[config.mk]
export PLATFORM = sky130hd
export DESIGN_NAME = traffic_control_multi
export DESIGN_NICKNAME = d
export VERILOG_FILES = /design/src/rtl/traffic_control_multi.sv
export SDC_FILE = /design/constraint.sdc
export NUM_CORES = 1
export LEC_CHECK = 0
export CAP_MARGIN = 5
export CELL_PAD_IN_SITES_DETAIL_PLACEMENT = 0
export CELL_PAD_IN_SITES_GLOBAL_PLACEMENT = 1
export CORE_MARGIN = 8
export CORE_UTILIZATION = 35
export CTS_CLUSTER_DIAMETER = 30
export CTS_CLUSTER_SIZE = 8
export DETAILED_ROUTE_END_ITERATION = 10
export PLACE_DENSITY = 0.79
export SETUP_SLACK_MARGIN = 0.15
export SLEW_MARGIN = 25
export SYNTH_ARGS = -nofsm -noshare
export SYNTH_HDL_FRONTEND = slang
export SYNTH_SLANG_ARGS = --single-unit
[constraint.sdc]
create_clock -name clock -period 2.3 [get_ports clock]
set_clock_uncertainty 0.1 [all_clocks]
set_input_delay 0.345 -clock clock [delete_from_list [all_inputs] [get_ports clock]]
set_output_delay 0.345 -clock clock [all_outputs]
set_load 0.005 [all_outputs]
[src/rtl/traffic_control_multi.sv]
// Highway plus NUM_SIDE side-road signal controller.
// Sticky side requests are served round-robin, one per highway green.
module traffic_control_multi #(
    parameter int NUM_SIDE       = 2,
    parameter int MIN_GREEN      = 4,
    parameter int Y2R_CYCLES     = 3,
    parameter int R2G_CYCLES     = 2,
    parameter int MAX_SIDE_GREEN = 8,
    localparam int SW = (NUM_SIDE > 1) ? $clog2(NUM_SIDE) : 1
) (
    input  logic                  clock,
    input  logic                  clear_n,
    input  logic [NUM_SIDE-1:0]   x,
    output logic [1:0]            hwy,
    output logic [2*NUM_SIDE-1:0] side,
    output logic [SW-1:0]         sel,
    output logic [2:0]            phase
);

    localparam int M1    = (MIN_GREEN > Y2R_CYCLES) ? MIN_GREEN : Y2R_CYCLES;
    localparam int M2    = (M1 > R2G_CYCLES) ? M1 : R2G_CYCLES;
    localparam int MAX_P = (M2 > MAX_SIDE_GREEN) ? M2 : MAX_SIDE_GREEN;
    localparam int TW    = $clog2(MAX_P + 1);

    localparam logic [TW-1:0] T_MG  = TW'(MIN_GREEN - 1);
    localparam logic [TW-1:0] T_Y2R = TW'(Y2R_CYCLES - 1);
    localparam logic [TW-1:0] T_R2G = TW'(R2G_CYCLES - 1);
    localparam logic [TW-1:0] T_MSG = TW'(MAX_SIDE_GREEN - 1);

    localparam logic [1:0] RED    = 2'd0;
    localparam logic [1:0] YELLOW = 2'd1;
    localparam logic [1:0] GREEN  = 2'd2;

    typedef enum logic [2:0] {
        HG  = 3'd0,
        HY  = 3'd1,
        AR1 = 3'd2,
        SG  = 3'd3,
        SY  = 3'd4,
        AR2 = 3'd5
    } state_e;

    state_e              state_q, state_d;
    logic [TW-1:0]       timer_q, timer_d;
    logic [NUM_SIDE-1:0] req_q, req_d;
    logic [SW-1:0]       sel_q, sel_d;
    logic [NUM_SIDE-1:0] pending;
    logic [SW-1:0]       rr_sel;

    assign pending = req_q | x;

    // First pending side after the one last served, wrapping around.
    always_comb begin
        logic          found;
        logic [SW-1:0] idx;
        int            n;
        rr_sel = sel_q;
        found  = 1'b0;
        idx    = '0;
        n      = 0;
        for (int k = 1; k <= NUM_SIDE; k++) begin
            n   = (int'(sel_q) + k) % NUM_SIDE;
            idx = SW'(n);
            if (!found && pending[idx]) begin
                found  = 1'b1;
                rr_sel = idx;
            end
        end
    end

    always_comb begin
        state_d = state_q;
        req_d   = req_q | x;
        sel_d   = sel_q;
        timer_d = timer_q + 1'b1;
        case (state_q)
            HG: begin
                if (timer_q == '1) timer_d = timer_q;
                if (timer_q >= T_MG && |pending) begin
                    state_d = HY;
                    sel_d   = rr_sel;
                end
            end
            HY:  if (timer_q == T_Y2R) state_d = AR1;
            AR1: begin
                if (timer_q == T_R2G) begin
                    state_d       = SG;
                    req_d[sel_q]  = 1'b0;
                end
            end
            SG: begin
                req_d[sel_q] = req_q[sel_q];
                if (!x[sel_q] || timer_q == T_MSG) state_d = SY;
            end
            SY:  if (timer_q == T_Y2R) state_d = AR2;
            AR2: if (timer_q == T_R2G) state_d = HG;
            default: state_d = HG;
        endcase
        if (state_d != state_q) timer_d = '0;
    end

    always_ff @(posedge clock or negedge clear_n) begin
        if (!clear_n) begin
            state_q <= HG;
            timer_q <= '0;
            req_q   <= '0;
            sel_q   <= SW'(NUM_SIDE - 1);
        end else begin
            state_q <= state_d;
            timer_q <= timer_d;
            req_q   <= req_d;
            sel_q   <= sel_d;
        end
    end

    always_comb begin
        logic [1:0] s_lamp;
        hwy    = RED;
        s_lamp = RED;
        side   = '0;
        case (state_q)
            HG:      hwy    = GREEN;
            HY:      hwy    = YELLOW;
            SG:      s_lamp = GREEN;
            SY:      s_lamp = YELLOW;
            default: hwy    = RED;
        endcase
        for (int i = 0; i < NUM_SIDE; i++) begin
            if (SW'(i) == sel_q) side[2*i +: 2] = s_lamp;
        end
    end

    assign sel   = sel_q;
    assign phase = state_q;

endmodule

# After elaboration in Yosys (flattened, before gate mapping)

Cells that the tools add are included.

Bits in writable memories: 0
ROM bits: 0
Output and inout bits: 10
Memories kept: 0
Flip-flop bits (word level): 10
Bits of input ports: 4
Bits in latches: 0

Shifts and indexed selects: 0
Equal/unequal tests: 11
Div/mod/pow operators: 0
Reductions and logical operators: 10
Mux-type cells: 30
Multiply operators: 0
Bitwise gates (word level): 3
Order comparisons: 5
$add $sub $neg: 3

Operator list:

| operator                                                          | number |
|---|---|
| two-way mux 3 bit                                                 | 6 |
| one-hot mux 3 bit (6 select lines)                                | 1 |
| two-way mux 1 bit                                                 | 12 |
| two-way mux 4 bit                                                 | 3 |
| one-hot mux 2 bit (2 select lines)                                | 3 |
| == test 3 x 2 -> 1 bit, second input constant                     | 2 |
| == test 3 bit, second input constant                              | 2 |
| < comparator 1 x 2 -> 1 bit, second input constant                | 3 |
| two-way mux 2 bit                                                 | 3 |
| adder 4 x 1 -> 4 bit, second input constant                       | 1 |
| == test 4 x 1 -> 1 bit, second input constant                     | 1 |
| == test 4 x 2 -> 1 bit, second input constant                     | 1 |
| == test 4 x 3 -> 1 bit, second input constant                     | 1 |
| == test 4 bit, second input constant                              | 1 |
| greater-or-equal comparator 4 x 2 -> 1 bit, second input constant | 1 |
| == test 3 x 1 -> 1 bit, second input constant                     | 1 |
| logical AND 1 bit                                                 | 3 |
| logical NOT 3 bit                                                 | 1 |
| inequality test 3 bit                                             | 1 |
| inequality test 3 bit, second input constant                      | 1 |
| AND reduction 3 bit                                               | 1 |
| adder 1 bit, second input constant                                | 2 |
| bitwise AND 2 bit                                                 | 1 |
| bitwise mux 2 bit                                                 | 1 |
| other kinds (8)                                                   | 9 |

# Longest topological paths before layout

Depth in word-level cells: 8
Mapped depth: 6
Mapped depth without buffers: 6

# Least setup slack after synthesis

No wires, ideal clock.

Path type: register to register
From: register sel_q (netlist: sel)
To: register timer_q[0]
Setup slack: 0.567 ns
Path buffers: 1
Arrival: 1.537 ns
Stages on the path, launching flop included: 6
Library setup time: 0.095 ns
Period minus slack after synthesis: 1.733 ns
Cells stage by stage: dfstp_2 clkbuf_1 mux2i_1 o31a_1 o32ai_4 o31ai_1

Word-level cells in the longest chain between the ends: 8
Elaborated cells on any way between the ends: 9
Those cells by class: eq/ne: 2; mux: 5; reduce/logical: 2

RTL lines:

| element                                                                     | RTL line | text |
|---|---|---|
| start, declared                                                             | 46       | `logic [SW-1:0] sel_q, sel_d;` |
| start signal, assigned                                                      | 107      | `sel_q <= SW'(NUM_SIDE - 1);` |
| start signal, assigned                                                      | 112      | `sel_q <= sel_d;` |
| two-way mux 1 bit (implied by the code) * (2 in series)                     | 93       | `if (!x[sel_q] \|\| timer_q == T_MSG) state_d = SY;` |
| logical NOT 1 bit *                                                         | 93       |  |
| logical OR 1 bit *                                                          | 93       |  |
| two-way mux 3 bit *                                                         | 93       |  |
| one-hot mux 3 bit (6 select lines) *                                        | 76       | `case (state_q)` |
| inequality test 3 bit *                                                     | 99       | `if (state_d != state_q) timer_d = '0;` |
| inequality test 3 bit (no source line) or two-way mux 4 bit (tied branches) | -        |  |
| end signal, assigned                                                        | 110      | `timer_q <= timer_d;` |
| end, declared                                                               | 44       | `logic [TW-1:0] timer_q, timer_d;` |

Mark *: on every way between the ends. The rest lies on a longest branch, timed or not. The select of a mux whose other input is x is not followed.
A chain may end at the register's enable or synchronous reset.

# Final worst setup path

From: register state_q[1] (netlist: phase[1])
To: output side[0]

Word-level cells in the longest chain between the ends: 3
Elaborated cells on any way between the ends: 4
Those cells by class: eq/ne: 2; mux: 2

RTL lines:

| element                                                 | RTL line | text |
|---|---|---|
| start, declared                                         | 43       | `state_e state_q, state_d;` |
| start signal, assigned                                  | 109      | `state_q <= state_d;` |
| == test 3 bit or == test 3 x 2 -> 1 bit (tied branches) | 121      | `case (state_q)` |
| one-hot mux 2 bit (2 select lines) *                    | 121      |  |
| two-way mux 2 bit *                                     | 129      | `if (SW'(i) == sel_q) side[2*i +: 2] = s_lamp;` |
| end, declared                                           | 15       | `output logic [2*NUM_SIDE-1:0] side,` |

Mark *: on every way between the ends. The rest lies on a longest branch, timed or not.

==> results.txt <==
----------------------------------------------------
[Yosys]
  Most area-hungry cell type in the Yosys netlist ... dfrtp_1
  Number of enable-type register cells in the synthesized netlist ... 0
  Share of async-settable or async-resettable flops after synthesis ... 100.0%
  Largest cells by area after synthesis ... dfrtp_1 30%, ha_1 5.0%, o32ai_4 3.7%
  Area share of the largest cell type after synthesis ... 29.90%
  Total standard cell area after synthesis ... 753.2 um2
  Top flip-flop cell by instance count after synthesis ... dfrtp_1
  Instance count of the mapped netlist ... 85
  Portion of the post-synthesis area used by sequential elements ... 33.39%
  Synthesized flop and latch total ... 10
  Post-Syn Nets ... 92
  Post-Synthesis Mean Instance Area ... 8.861 um2
  Count of different cell masters after synthesis ... 41
  Synth warnings ... 0

[Floorplan]
  Die Footprint ... 3893 um2
  Top-level I/O count ... 14
  Die Ht ... 62.39 um
  Area of the placeable core ... 2002 um2
  Starting Density ... 37.62%
  Chip Width ... 62.39 um
  Count of standard-cell rows ... 16

[Cells and area]
  Final #Nets ... 110
  Total area of multi-input combinational cells ... 473.0 um2
  Count of filler cells inserted in the layout ... 191
  Fraction of final layout cells with drive strength greater than 1 ... 19.61%
  Reg area ... 254.0 um2
  Area delta synth->final ... 27.57%
  Number of inserted diodes ... 0

[GRT]
  Maximum number of pins on one net before global-route repair ... 12
  Overall track demand over capacity in global routing ... 9.639%
  Gr ovfl total ... 0
  Number of antenna violations at the first check in global routing ... 0
  Number of global-route vias before repair ... 678
  First-pass GRT wire length ... 3.132 mm

[Worst setup path]
  CP Data Arrival Time ... 1.67 ns
  Critical path required time ... 1.86 ns
  Termination of the worst setup path ... side[0]
  Worst reg-to-reg path cell count ... 6
  CP peak stage delay ... 0.54 ns
  FF-to-FF End ... timer_q[3]
  CP Capture Type ... output port
  Crit. path cell count ... 3
  Reg-to-reg critical path startpoint ... timer_q[0]
  Maximum fanout along the worst path ... 7
  Launching instance or port of the critical path ... phase[1]
  Startpoint types ... flop
  Buffers plus inverters on the worst setup path ... 1
  Critical Path, Cell by Cell ... nand2b_2, nor3_1, clkdlybuf4s50_1
  Kind of cell with the highest combined delay on the critical path ... buffers and inverters
  Register-to-register path setup slack ... 0.48 ns
  Kind of critical path ... flop to output port
  Slowest-stage cell, CP ... clkdlybuf4s50_1

[Pwr]
  Leak Pwr ... 0.0003801 uW
  P per Cell Area ... 1285 nW/um2
  Worst voltage drop across the vdd grid ... 621.6 uV
  Total chip power ... 1235 uW

[Placed design]
  Dpl hpwl ... 1.317 mm
  Count of buffers inserted at the top-level ports ... 13
  Gp weighted congestion ... 0.8419

[Detailed routing]
  Avg Vias per Cell ... 5.388
  Routed wire length ... 1.806 mm
  Antenna-violating nets left ... 0
  Number of optimization iterations in the first detailed-route pass ... 4
  Total number of vias ... 695
  Post-DR wirelength/cell ... 14.00 um
  DR DRC count ... 0
  Iter 0 DRT Violations ... 17

[Timing]
  Final Slew Violations ... 0
  Transition time of the tightest slew-check pin ... 0.4828 ns
  Rel. slew slack ... 67.71%
  Part of the cycle the worst path needs ... 91.86%
  Max Clock Freq ... 473.3 MHz
  Setup-violating endpoint count in the final report ... 0
  Clock period minus worst slack ... 2.113 ns
  Final Hold Viols ... 0
  RSZ-0062 raised after global routing ... yes
  Final TNS setup ... 0 ns

[Clocking]
  Number of buffers added to fix hold violations after cts ... 0
  Clock H-tree levels ... 1
  Root buffer cell ... clkbuf_4
  Clk Latency, worst-skew pair ... 0.27 ns
  Maximum clock insertion buffer count ... 2
  TritonCTS clock tree ... built
  TritonCTS sink count ... 10
  Clock buffer count from CTS ... 3
  Clock transition at the registers of the reported paths ... 0.07 ns

[Run status]
  Status ... completed

[Job]
  Max-cap check violation count ... 0

[Worst hold path]
  Class of the tightest hold or removal check ... input pin to asynchronous set/reset pin

----------------------------------------------------
registers in the layout, summed over array words and instances, names as in the netlist:
register and cells:
sel 1, req_q 2, timer_q 4, phase 3
cells by family (layout without fill, tap and decap cells):
group	after synthesis	in the layout	share of synthesized area, %
AO/OA/AOI/OAI	27	27	26.08
XOR/XNOR	2	2	2.326
adder cells (fa/ha/maj)	3	3	4.984
buffers and inverters	8	25	5.149
flip-flops	10	10	33.39
multiplexers	1	1	1.329
AND/OR/NAND/NOR	34	34	26.75
what timing repair did:
action	4_1_cts	5_1_grt
endpoints found under the setup margin	5	3
gates resized for setup	3	3
setup buffers	2	1
per-stage QoR:
step | setup slack [ns] | area (um2) | instances | utilization [%] | hold WS, ns
floorplan | 0.5672 | 753.2 | 85 | - | -0.05059
global placement | 0.3244 | 900.9 | 122 | 45.00 | 0.4470
detailed placement | 0.2920 | 900.9 | 122 | 45.00 | 0.4549
CTS | 0.1801 | 943.4 | 128 | 47.13 | 0.3078
global route | 0.1036 | 960.9 | 129 | 48.00 | 0.3442
finish | 0.1873 | 960.9 | 129 | 48.00 | 0.3010
cells in the final DEF (no fill, tap or decap), types with 2 or more instances in the layout:
master,n
clkdlybuf4s50_1,12
nor2_1,7
dfrtp_1,7
nand3_1,4
o21ai_1,4
a21oi_1,4
nand2_1,4
o21ai_0,4
buf_4,4
inv_1,3
nand2b_1,3
o22ai_1,3
ha_1,3
clkbuf_4,3
nor3b_1,2
nor3_1,2
o2111ai_1,2
o31ai_1,2
dfrtp_2,2
synthesized netlist by cell type (all sizes together) (2+ instances only):
cell     number
or2           2
or3           2
nand3         4
inv           4
clkbuf        2
nor2          7
o22ai         3
buf           2
o2111ai       2
dfrtp         9
o31ai         2
nand2         4
o21ai         8
nand2b        4
ha            3
nor3          2
a21oi         4
nor3b         3
worst min path at each step:
stage | start | endpoint | slack [ns] | depth (start not counted)
floorplan | clear_n | phase[0] | -0.05 | 0
global placement | req_q[0] | req_q[0] | 0.45 | 2
detailed placement | req_q[0] | req_q[0] | 0.45 | 2
CTS | clear_n | phase[0] | 0.31 | 1
global route | clear_n | req_q[0] | 0.34 | 1
finish | clear_n | phase[0] | 0.30 | 1
power breakdown:
part	internal [uW]	switching [uW]	leakage, uW	total, uW
Sequential	246	114	0.000117	360
Combinational	389	354	0.000249	743
Clock	67.2	64.4	0.0000150	132
per-layer routing:
metal | track usage [%] | routed length (um) | vias to the layer above | share of wire (%)
met1 | 11.10 | 860 | 330 | 48
met5 | 0 | 0 | - | 0
met4 | 4.274 | 21 | 0 | 1.2
li1 | - | - | 349 | -
met3 | 3.047 | 96 | 2 | 5.3
met2 | 15.91 | 828 | 14 | 46
final cells by class:
cell class | instances | area share [%]
clock buffer | 4 | 2.734
inverter | 4 | 1.562
multi-input combinational | 67 | 49.22
sequential | 10 | 26.43
tap | 27 | 3.516
timing repair buffer | 17 | 16.54
No activity file was read; power rests on OpenSTA's default activity.
